[config.mk]
export PLATFORM = sky130hd
export DESIGN_NAME = glyph_streamer
export DESIGN_NICKNAME = d
export VERILOG_FILES = /design/src/rtl/glyph_streamer.sv
export SDC_FILE = /design/constraint.sdc
export NUM_CORES = 1
export LEC_CHECK = 0
export CORE_AREA = 3 3 84 126
export DETAILED_ROUTE_END_ITERATION = 7
export DIE_AREA = 0 0 87 129
export GPL_TIMING_DRIVEN = 0
export PLACE_DENSITY = 0.68
export SLEW_MARGIN = 40
export SYNTH_ARGS = -nofsm -noshare
export SYNTH_HDL_FRONTEND = slang
export SYNTH_SLANG_ARGS = --single-unit
[constraint.sdc]
create_clock -name clk -period 8.26 [get_ports clk]
set_input_delay 0.826 -clock clk [delete_from_list [all_inputs] [get_ports clk]]
set_output_delay 0.826 -clock clk [all_outputs]
set_load 0.05 [all_outputs]
[src/rtl/glyph_streamer.sv]
// glyph_streamer: queues ASCII bytes, fetches 5x7 glyphs from char_rom
// and streams their 35 pixels over a valid/ready link.
module glyph_streamer #(
  parameter int         DEPTH      = 4,
  parameter int         SERPENTINE = 0,
  parameter logic [6:0] SUBST      = 7'h3F
) (
  input  logic                   clk,
  input  logic                   rst_n,
  input  logic [7:0]             char_data,
  input  logic                   char_valid,
  output logic                   char_ready,
  input  logic                   abort,
  output logic [6:0]             rom_addr,
  input  logic [34:0]            rom_data,
  output logic                   pix_valid,
  input  logic                   pix_ready,
  output logic                   pix_on,
  output logic [2:0]             pix_row,
  output logic [2:0]             pix_col,
  output logic                   pix_last,
  output logic                   busy,
  output logic [$clog2(DEPTH):0] fifo_level
);

  localparam int AW = $clog2(DEPTH);
  localparam int LW = AW + 1;

  typedef enum logic [1:0] {
    IDLE,
    FETCH,
    STREAM
  } state_t;

  state_t        state;
  state_t        state_nx;
  logic [7:0]    mem [DEPTH];
  logic [AW-1:0] wr_ptr;
  logic [AW-1:0] rd_ptr;
  logic [AW-1:0] rd_nx;
  logic [LW-1:0] level;
  logic [LW-1:0] level_pop;
  logic [LW-1:0] level_nx;
  logic          push;
  logic          pop;
  logic [7:0]    head_nx;
  logic [34:0]   glyph;
  logic [2:0]    row;
  logic [2:0]    col;
  logic [2:0]    pcol;
  logic [5:0]    pidx;
  logic          take;
  logic          at_end;

  function automatic logic [6:0] map_addr(input logic [7:0] b);
    return (!b[7] && (b[6] || b[5])) ? b[6:0] : SUBST;
  endfunction

  assign char_ready = level != LW'(DEPTH);
  assign push       = char_valid && char_ready && !abort;
  assign pop        = (state == FETCH) && !abort;
  assign rd_nx      = rd_ptr + AW'(pop);
  assign level_pop  = level - LW'(pop);
  assign level_nx   = level_pop + LW'(push);

  // An empty FIFO receiving a byte exposes that byte as the new head
  assign head_nx = (push && level_pop == '0) ? char_data : mem[rd_nx];

  always_ff @(posedge clk) begin
    if (push) mem[wr_ptr] <= char_data;
  end

  always_ff @(posedge clk or negedge rst_n) begin
    if (!rst_n) begin
      wr_ptr   <= '0;
      rd_ptr   <= '0;
      level    <= '0;
      rom_addr <= SUBST;
    end else if (abort) begin
      wr_ptr   <= '0;
      rd_ptr   <= '0;
      level    <= '0;
      rom_addr <= SUBST;
    end else begin
      if (push) wr_ptr <= wr_ptr + AW'(1);
      rd_ptr <= rd_nx;
      level  <= level_nx;
      if (level_nx != '0) rom_addr <= map_addr(head_nx);
    end
  end

  assign take   = (state == STREAM) && pix_ready;
  assign at_end = (row == 3'd6) && (col == 3'd4);

  always_comb begin
    state_nx = state;
    unique case (state)
      IDLE:    if (level != '0) state_nx = FETCH;
      FETCH:   state_nx = STREAM;
      STREAM:  if (take && at_end)
                 state_nx = (level != '0) ? FETCH : IDLE;
      default: state_nx = IDLE;
    endcase
    if (abort) state_nx = IDLE;
  end

  always_ff @(posedge clk or negedge rst_n) begin
    if (!rst_n) begin
      state <= IDLE;
      glyph <= '0;
      row   <= '0;
      col   <= '0;
    end else begin
      state <= state_nx;
      if (abort) begin
        row <= '0;
        col <= '0;
      end else if (state == FETCH) begin
        glyph <= rom_data;
        row   <= '0;
        col   <= '0;
      end else if (take) begin
        if (col == 3'd4) begin
          col <= '0;
          row <= at_end ? 3'd0 : row + 3'd1;
        end else begin
          col <= col + 3'd1;
        end
      end
    end
  end

  // Zig-zag wiring reads odd rows mirrored; reported col stays in emit order
  assign pcol = (SERPENTINE != 0 && row[0]) ? 3'd4 - col : col;
  assign pidx = 6'd34 - (6'(row) * 6'd5 + 6'(pcol));

  assign pix_valid  = state == STREAM;
  assign pix_on     = pix_valid && glyph[pidx];
  assign pix_last   = pix_valid && at_end;
  assign pix_row    = row;
  assign pix_col    = col;
  assign busy       = (level != '0) || (state != IDLE);
  assign fifo_level = level;

endmodule

==> impl_results.md, run 1 <==
- Vias in the first global route: around 2,800
- CP endpoint kind: output port
- Syn. warnings: 0
- RSZ-0062 raised after global routing: false
- Die X: 87 um
- Distinct cells, synth: about 50
- Worst Tran Pin Value: about 0.82 ns
- GRT Overall Usage: 16.8%
- PostCTS Resize Cnt: 0
- Routed len/inst: about 18 um
- I/O Pins: 69
- Final worst setup slack: between 3 and 4 ns
- Cells after synthesis: slightly below 300
- Routing usage on met3: between 4 and 5%
- Max-cap violations: 0
- Post-synth top flop: dfrtp_1
- Critical-path top delay cell: clkdlybuf4s50_1
- Initial antenna violation count: 0
- Max incr delay on CP: a little under 0.9 ns
- CTS tree: built
- Syn_nets: 363
- Sequential-to-total area share from yosys stat: between 50% and 60%
- CTS Buffer Depth: 2
- DIE HEIGHT: 129 um
- TritonCTS Buffers: 9
- Pwr Total: about 2.0 mW
- Root Driver: clkbuf_16
- Critical path cell sequence: inv_1 > ha_1 > fa_1 > ha_1 > fa_1 > nor2b_1 > nor3b_1 > a311oi_1 > o211ai_1 > a311oi_1 > clkdlybuf4s50_1
- Synthesis-to-layout area growth: 27.9%
- Setup TNS: 0 ns
- Ant. Diodes: 0
- Proportion of layout cells with a drive suffix above 1: roughly a quarter
- Commonest cells post-synth: dfrtp_1 (51), mux2_2 (38), edfxtp_1 (32)
- Dpl cells: about 480
- Clock-pin transition on the worst setup and hold timing paths: about 0.06 ns
- Violation count after the first detailed-route iteration: around 130
- Part of the cycle the worst path needs: slightly above 60%
- EDFF count, synth: 32
- Post-Synthesis Cell Area: 4270 sq um
- Residual DRC: 0
- Starting Density: roughly 44%
- Drt pass-1 iters: 4
- Slew HR: a little under half
- Via count: 2,637
- Vias per Instance: approximately 5.4
- WS Path Type: reg2out
- Synth area leaders: dfrtp_1 (30%), edfxtp_1 (23%), mux2_2 (10%), mux4_2 (7.9%), ha_1 (6.2%)
- Largest net degree at the start of global routing: 37
- Post-route cell area: between 5000 and 6000 sq um
- Post-CTS Setup Bufs: 0
- Nets: 443
- Layout Cells excl Fill: around 500
- Synthesized flop and latch total: 89
- M2 GR Usage: 30.6%
- Buffers on Ports: between 60 and 70
- First-pass GRT wire length: between 10 and 15 mm
- Final min period: between 4 and 5 ns
- Remaining global-route overflow: 0
- CP required: 7.43 ns
- Worst-Skew Late Latency: approximately 0.34 ns
- Worst setup SP type: register
- CP arrival: 4.16 ns
- Post-synth top area cell: dfrtp_1
- Worst hold path class: in2async
- Achievable frequency: 201 MHz
- Crit-path max FO: 6
- # H-tree levels: 3
- Leak: 2.20 nW
- Post-synth top area share: between 20 and 30%
- GP Congestion: 0.774
- Peak VDD IR: approximately 0.27 mV
- Most frequent cell after synthesis: dfrtp_1
- Pre-CTS setup slack: about 3.6 ns
- Fill count: slightly below 800
- ANT nets after route: 0
- Post-synth ARST share: around 64%
- Core area: around 9600 sq um
- Hold Buf Count CTS: 0
- Final HPWL DP: around 6.7 mm
- Syn Area/Cell: around 15 sq um
- Status: finished clean
- Slew Viols, Final: 0
- Post-Route WL: between 8 and 9 mm
- Layout Skew: ~0.0066 ns
- Die Area: about 11,000 sq um
- PD cells: 361 nW/um^2
- Final setup fails: 0
- Fin. Hold Viols: 0
- Busiest grt layer: met2
- Routing usage on met1: 18.4%
- Clock sink total: 89
- Site row count: between 40 and 50
- Placed cell areas: about 5000 sq um
worst max-delay path: cells and delay by family, from the launching register on:
family	cells	cell delay (ns)
AOI/OAI and AO/OA	3	0.73
DFF	1	0.40
and+or+nand+nor	2	0.33
buffers and inverters	2	0.98
adders and majority gates	4	1.38
routing by layer:
layer  vias to the layer above  share of wire (%)
met5                         -                  0
met4                         0                1.6
met3                        11                4.8
met2                        56                 57
met1                      1320                 37
li1                       1250                  -
flip-flops by register name, summed over array words and instances (netlist names):
| signal | cells |
|---|---|
| state | 2 |
| fifo_level | 3 |
| rom_addr | 7 |
| wr_ptr | 2 |
| pix_row | 3 |
| glyph | 35 |
| pix_col | 3 |
| rd_ptr | 2 |
| mem | 32 |
cell families (layout without fill, tap and decap cells):
family	count (synthesis)	count (layout)	share of synthesized area [%]
and+or+nand+nor	56	56	7.33
AOI/OAI and AO/OA	31	31	5.95
xor gates and xnor gates	7	7	1.79
adders and majority gates	23	23	7.09
DFF	89	89	56.1
muxes	57	57	18.9
buffers and inverters	29	114	2.90
final cells by class:
| class | instances | area, sq um | area share [%] |
|---|---|---|---|
| clock buffers | 10 | 229 | 4.19 |
| flip-flops and latches | 89 | 2390 | 43.8 |
| multi-input cells | 174 | 1770 | 32.3 |
| well taps | 115 | 144 | 2.63 |
| clock inverters | 6 | 106 | 1.95 |
| inverters | 20 | 75.1 | 1.37 |
| plain buffers | 9 | 48.8 | 0.893 |
| repair buffers | 69 | 698 | 12.8 |
final timing paths:
kind                            slack (ns)     endpoint  cells after the start   startpoint
worst max-delay path                  3.28       pix_on                     11   pix_row[0]
worst min-delay path                  0.38     glyph[7]                      1        rst_n
worst max register to register        4.56  rom_addr[4]                     13     state[1]
worst min register to register        0.48  rom_addr[3]                      2  rom_addr[3]
max in group asynchronous             7.38    glyph[23]                      2        rst_n
min in group clk                      0.48  rom_addr[3]                      2  rom_addr[3]
per-stage QoR:
stage	utilization, %	hold slack, ns
global placement	52.9	0.469
global route	56.7	0.379
floorplan	-	0.464
finish	56.7	0.375
detailed placement	53.2	0.475
CTS	56.7	0.373
report_power, final:
group	internal (mW)	leakage (nW)	switching [mW]
Clock	0.294	0.160	0.163
Sequential	0.588	0.993	0.0700
Combinational	0.425	1.04	0.429
Total	1.31	2.20	0.662
layout by cell type (no fill, tap or decap), types with 9 or more instances in the layout:
cell,instances
mux2_2,38
clkdlybuf4s50_1,67
ha_1,21
mux4_2,15
edfxtp_1,32
nand2_1,9
inv_1,20
dfrtp_1,51
clkbuf_16,9
Power figures use the tool's default switching activity.
==> run 2, diff against run 1 <==
==> constraint.sdc (replaced) <==
create_clock -name clk -period 4.9 [get_ports clk]
set_input_delay 0.49 -clock clk [delete_from_list [all_inputs] [get_ports clk]]
set_output_delay 0.49 -clock clk [all_outputs]
set_load 0.05 [all_outputs]
==> impl_results.md, run 2 (synthesis gave the netlist of run 1 again) <==
- Status: finished clean
- CP required: 4.41 ns (-3.02 ns)
- Fin. Hold Viols: 0 (unchanged)
- Max reg flops: 35 (unchanged)
- Pwr Total: 3.32 mW (+68%)
- Final Util: 56.7% (about the same)
- Violation count after the first detailed-route iteration: 126 (-1.6%)
- Initial antenna violation count: 0 (unchanged)
- Synthesis-to-layout area growth: 28.0% (about the same)
- Drt pass-1 iters: 4 (unchanged)
- CP arrival: 3.75 ns (-0.41 ns)
- GP Congestion: 0.774 (unchanged)
- Hold Buf Count CTS: 0 (unchanged)
- Core area: 9630 sq um (unchanged)
- Most frequent cells in the layout: clkdlybuf4s50_1 (66), dfrtp_1 (51), mux2_2 (38)
- Remaining global-route overflow: 0 (unchanged)
- Final HPWL DP: 6.71 mm (unchanged)
- Ant. Diodes: 0 (unchanged)
- Slew HR: 45.0% (-0.059 points)
- CTS Buffer Depth: 2 (unchanged)
- Site row count: 44 (unchanged)
- First-pass GRT wire length: 14.1 mm (unchanged)
- Part of the cycle the worst path needs: a little under 90%
- Final setup fails: 0 (unchanged)
- Vias per Instance: 5.36 (about the same)
- Die X: 87 um (unchanged)
- CP endpoint kind: output port
- Crit-path max FO: 6 (unchanged)
- Root Driver: clkbuf_16
- Clock-pin transition on the worst setup and hold timing paths: 0.06 ns (about the same)
- DIE HEIGHT: 129 um (unchanged)
- Biggest register: glyph
- Setup TNS: 0 ns (unchanged)
- CTS tree: built
- Leading registers by flop count: glyph: 35 flops, mem: 32 flops, rom_addr: 7 flops
- Layout Skew: 0.00608 ns (-0.000492 ns)
- Slew Viols, Final: 0 (unchanged)
- Achievable frequency: approximately 240 MHz
- Proportion of layout cells with a drive suffix above 1: 23.6% (unchanged)
- TritonCTS Buffers: 9 (unchanged)
- Residual DRC: 0 (unchanged)
- Via count: 2,636 (-0.038%)
- Starting Density: 44.3% (unchanged)
- Worst Tran Pin Value: 0.817 ns (+0.000869 ns)
- RSZ-0062 raised after global routing: false
- Post-Route WL: 8.69 mm (-0.21%)
- ANT nets after route: 0 (unchanged)
- Leak: 2.22 nW (+0.83%)
- Die Area: 11,200 sq um (unchanged)
- Clock sink total: 89 (unchanged)
- I/O Pins: 69 (unchanged)
- # H-tree levels: 3 (unchanged)
- Most common cell after layout, fill and taps aside: clkdlybuf4s50_1
- Buffers on Ports: 68 (unchanged)
- Fill count: 788 (+0.13%)
- Peak VDD IR: 0.448 mV (+68%)
- PD cells: 607 nW/um^2 (+68%)
- Worst hold path class: in2async
- Max-cap violations: 0 (unchanged)
- WS Path Type: reg2out
- Post-CTS Setup Bufs: 0 (unchanged)
- Nets: 443 (unchanged)
- Largest net degree at the start of global routing: 37 (unchanged)
- Worst-Skew Late Latency: 0.34 ns (about the same)
- GRT Overall Usage: 16.8% (unchanged)
- Routed len/inst: 17.7 um (-0.21%)
- Worst setup SP type: register
- Area of the multi-input gates: 1770 sq um (unchanged)
- Reg area: 2390 sq um (unchanged)
- Final min period: approximately 4.2 ns
- Vias in the first global route: 2,833 (unchanged)
## run 2: path summary, 6_finish.rpt
check	start	endpoint	slack, ns	depth (start not counted)
max in group asynchronous	rst_n	glyph[23]	4.36	2
max	pix_row[0]	pix_on	0.66	11
min reg2reg	rom_addr[3]	rom_addr[3]	0.48	2
min	rst_n	glyph[7]	0.04	1
max reg2reg	state[1]	rom_addr[4]	1.19	13
min in group clk	rom_addr[3]	rom_addr[3]	0.48	2
## run 2: where the power goes
| part | internal [mW] | switching [mW] | leakage [nW] | total [mW] |
|---|---|---|---|---|
| clock network | 0.496 | 0.274 | 0.160 | 0.770 |
| registers | 0.991 | 0.118 | 0.993 | 1.11 |
| logic | 0.716 | 0.722 | 1.06 | 1.44 |
## run 2: per-stage QoR
step | std cells | instance area (sq um) | setup WS [ns] | hold WS [ns]
3_3_place_gp | 475 | 5090 | 0.717 | 0.469
5_1_grt | 492 | 5460 | 0.368 | 0.0431
3_5_place_dp | 476 | 5130 | 0.601 | 0.408
4_1_cts | 492 | 5460 | 0.218 | 0.0369
6_report | 492 | 5460 | 0.662 | 0.0390
2_1_floorplan | 292 | 4270 | 0.354 | 0.194
## run 2: layer usage
metal / global-route usage, % / up-vias / part of all wire, %
met2: 30.6 / 59 / 57
met1: 18.4 / 1315 / 36
met5: 0 / - / 0
met3: 4.29 / 11 / 5.2
met4: 6.51 / 0 / 1.6
li1: - / 1251 / -
## run 2: timing repair
| item | 4_1_cts | 5_1_grt |
|---|---|---|
| gates resized for setup | 0 | 1 |
| endpoints found under the setup margin | 0 | 1 |
| endpoints found under the hold margin | 0 | 0 |
## run 2: layout make-up
| class | count | area share, % |
|---|---|---|
| well taps | 115 | 2.63 |
| clock inverters | 6 | 1.95 |
| multi-input cells | 174 | 32.3 |
| plain buffers | 9 | 0.893 |
| inverters | 20 | 1.37 |
| repair buffers | 69 | 12.8 |
| flip-flops and latches | 89 | 43.8 |
| clock buffers | 10 | 4.19 |
## run 2: critical path: stages, from the launching register on
cell            delay [ns]
dfrtp_1               0.40
inv_1                 0.11
ha_1                  0.22
fa_1                  0.37
ha_1                  0.22
fa_1                  0.57
nor2b_1               0.19
nor3b_1               0.14
a311oi_1              0.25
o211ai_1              0.15
a311oi_1              0.32
dlymetal6s2s_1        0.47
==> run 3, diff against run 2 <==
--- a/config.mk
+++ b/config.mk
@@ -6,6 +6,7 @@
 export NUM_CORES = 1
 export LEC_CHECK = 0
 export CORE_AREA = 3 3 84 126
+export CTS_BUF_LIST = sky130_fd_sc_hd__clkbuf_4
 export DETAILED_ROUTE_END_ITERATION = 7
 export DIE_AREA = 0 0 87 129
 export GPL_TIMING_DRIVEN = 0
==> impl_results.md, run 3 (synthesis gave the netlist of run 1 again) <==
- Status: finished clean
- RR Startpoint: state[1]
- CTS Buffer Depth: 2 (unchanged)
- Leak: 2.15 nW (-2.8%)
- Slew Viols, Final: 0 (unchanged)
- Root Driver: clkbuf_4
- Setup crit start: pix_row[0]
- Final setup fails: 0 (unchanged)
- First-pass GRT wire length: 13.9 mm (-1.1%)
- Proportion of layout cells with a drive suffix above 1: 24.1% (+0.47 points)
- Flop pwr share: 36.2% (+2.8 points)
- CP required: 4.41 ns (about the same)
- Remaining global-route overflow: 0 (unchanged)
- Clock power frac: 16.5% (-6.7 points)
- # H-tree levels: 3 (unchanged)
- Slew HR: 44.9% (-0.14 points)
- Violation count after the first detailed-route iteration: 125 (-0.79%)
- I/O Pins: 69 (unchanged)
- Worst setup SP type: register
- Buffers on Ports: 68 (unchanged)
- ANT nets after route: 0 (unchanged)
- Pwr Total: 3.05 mW (-8.0%)
- Crit-path max FO: 6 (unchanged)
- Final Util: 55.2% (-1.5 points)
- Final HPWL DP: 6.71 mm (unchanged)
- Area of the multi-input gates: 1770 sq um (+0.14%)
- DIE HEIGHT: 129 um (unchanged)
- Via count: 2,650 (+0.53%)
- Switching share of power: 35.5% (+1.9 points)
- Post-CTS Setup Bufs: 0 (unchanged)
- Nets: 444 (+0.23%)
- RSZ-0062 raised after global routing: false
- Sw power: 1.08 mW (-2.8%)
- Leading registers by flop count: glyph: 35 flops, mem: 32 flops, rom_addr: 7 flops
- Fin. Hold Viols: 0 (unchanged)
- Layout Cells excl Fill: 493 (+0.20%)
- Core area: 9630 sq um (unchanged)
- Final worst setup slack: 0.514 ns (-0.148 ns)
- Max-cap violations: 0 (unchanged)
- Worst Tran Pin Value: 0.819 ns (+0.00204 ns)
- Final min period: 4.39 ns (+0.148 ns)
- Worst Hold Slack: 0.455 ns (+0.416 ns)
- TritonCTS Buffers: 9 (unchanged)
- Synthesis-to-layout area growth: 24.6%
- Biggest register: glyph
- GP Congestion: 0.774 (unchanged)
- PD cells: 573 nW/um^2 (-5.6%)
- Peak VDD IR: 0.416 mV (-7.1%)
- Clock sink total: 89 (unchanged)
- Vias in the first global route: 2,823 (-0.35%)
- Layout Skew: 0.0137 ns (+0.00759 ns)
- Max reg flops: 35 (unchanged)
- Residual DRC: 0 (unchanged)
- Combinational Power Share: 47.3% (+3.9 points)
- Setup TNS: 0 ns (unchanged)
- Worst-Skew Late Latency: 0.45 ns (+0.11 ns)
- Starting Density: 44.3% (unchanged)
- GRT Overall Usage: 16.5% (-0.35 points)
- Achievable frequency: 228 MHz (-3.4%)
- CTS tree: built
- Placed cell areas: 5130 sq um (unchanged)
- Ant. Diodes: 0 (unchanged)
- Pre-CTS setup slack: 0.601 ns (unchanged)
- Die X: 87 um (unchanged)
- Vias per Instance: 5.38 (+0.33%)
- Most common cell after layout, fill and taps aside: clkdlybuf4s50_1
- Post-Route WL: 8.60 mm (-1.1%)
- Routed len/inst: 17.4 um (-1.3%)
- Int Pwr: 1.97 mW (-11%)
- Initial antenna violation count: 0 (unchanged)
- CP endpoint kind: output port
- Die Area: 11,200 sq um (unchanged)
- Site row count: 44 (unchanged)
- Most frequent cells in the layout: clkdlybuf4s50_1 (66), dfrtp_1 (51), mux2_2 (38)
- Post-route cell area: 5320 sq um (-2.6%)
- Fill count: 823 (+4.4%)
- Reg area: 2390 sq um (unchanged)
- Clock-pin transition on the worst setup and hold timing paths: 0.13 ns (+0.07 ns)
- Dpl cells: 476 (unchanged)
- Drt pass-1 iters: 4 (unchanged)
- Worst hold path class: in2async
- Part of the cycle the worst path needs: 89.5% (+3.0 points)
- Largest net degree at the start of global routing: 37 (unchanged)
- WS Path Type: reg2out
- CP arrival: 3.90 ns (+0.15 ns)
-- run 3: cell count changes in the layout (fill, tap and decap cells not counted), sizes merged --
| cell | delta |
|---|---|
| dlygate4sd3 | +1 |
-- run 3: layer usage --
metal	up-vias	track usage [%]	part of all wire, %
met2	59	29.9	56
met5	-	0	0
met1	1330	18.3	37
li1	1251	-	-
met4	0	6.97	1.6
met3	10	3.52	5.0
-- run 3: power groups by stage --
stage | logic [mW] | clock network, mW | registers [mW]
detailed placement | 1.46 | 0 | 1.13
finish | 1.44 | 0.504 | 1.10
global placement | 1.42 | 0 | 1.11
global route | 1.58 | 0.546 | 1.13
floorplan | 0.966 | 0 | 1.21
CTS | 1.46 | 0.519 | 1.11
-- run 3: worst paths after layout --
kind | to | slack [ns] | cells past startpoint
setup / recovery | pix_on | 0.51 | 11
hold / removal | glyph[7] | 0.45 | 2
setup reg to reg | rom_addr[4] | 1.38 | 13
hold reg to reg | rom_addr[3] | 0.49 | 2
max in group asynchronous | glyph[18] | 3.95 | 3
min in group clk | rom_addr[3] | 0.49 | 2
-- run 3: worst max-delay path: stages (launching register included) --
cell and delay (ns):
dfrtp_1 0.43, inv_1 0.11, ha_1 0.22, fa_1 0.37
ha_1 0.22, fa_1 0.57, nor2b_1 0.20, nor3b_1 0.14
a311oi_1 0.25, o211ai_1 0.15, a311oi_1 0.33, dlymetal6s2s_1 0.48
-- run 3: final cells by class --
| type | instances | share of cell area [%] |
|---|---|---|
| Sequential cell | 89 | 45.0 |
| Tap cell | 115 | 2.70 |
| Clock buffer | 10 | 1.41 |
| Multi-Input combinational cell | 174 | 33.2 |
| Clock inverter | 6 | 2.00 |
| Inverter | 20 | 1.41 |
| Buffer | 9 | 0.917 |
| Timing Repair Buffer | 70 | 13.4 |
-- run 3: repair_timing --
action	in CTS	in global routing
endpoints found under the hold margin	15	0
gates resized for setup	0	1
hold buffers	1	0
setup endpoints to repair	0	1
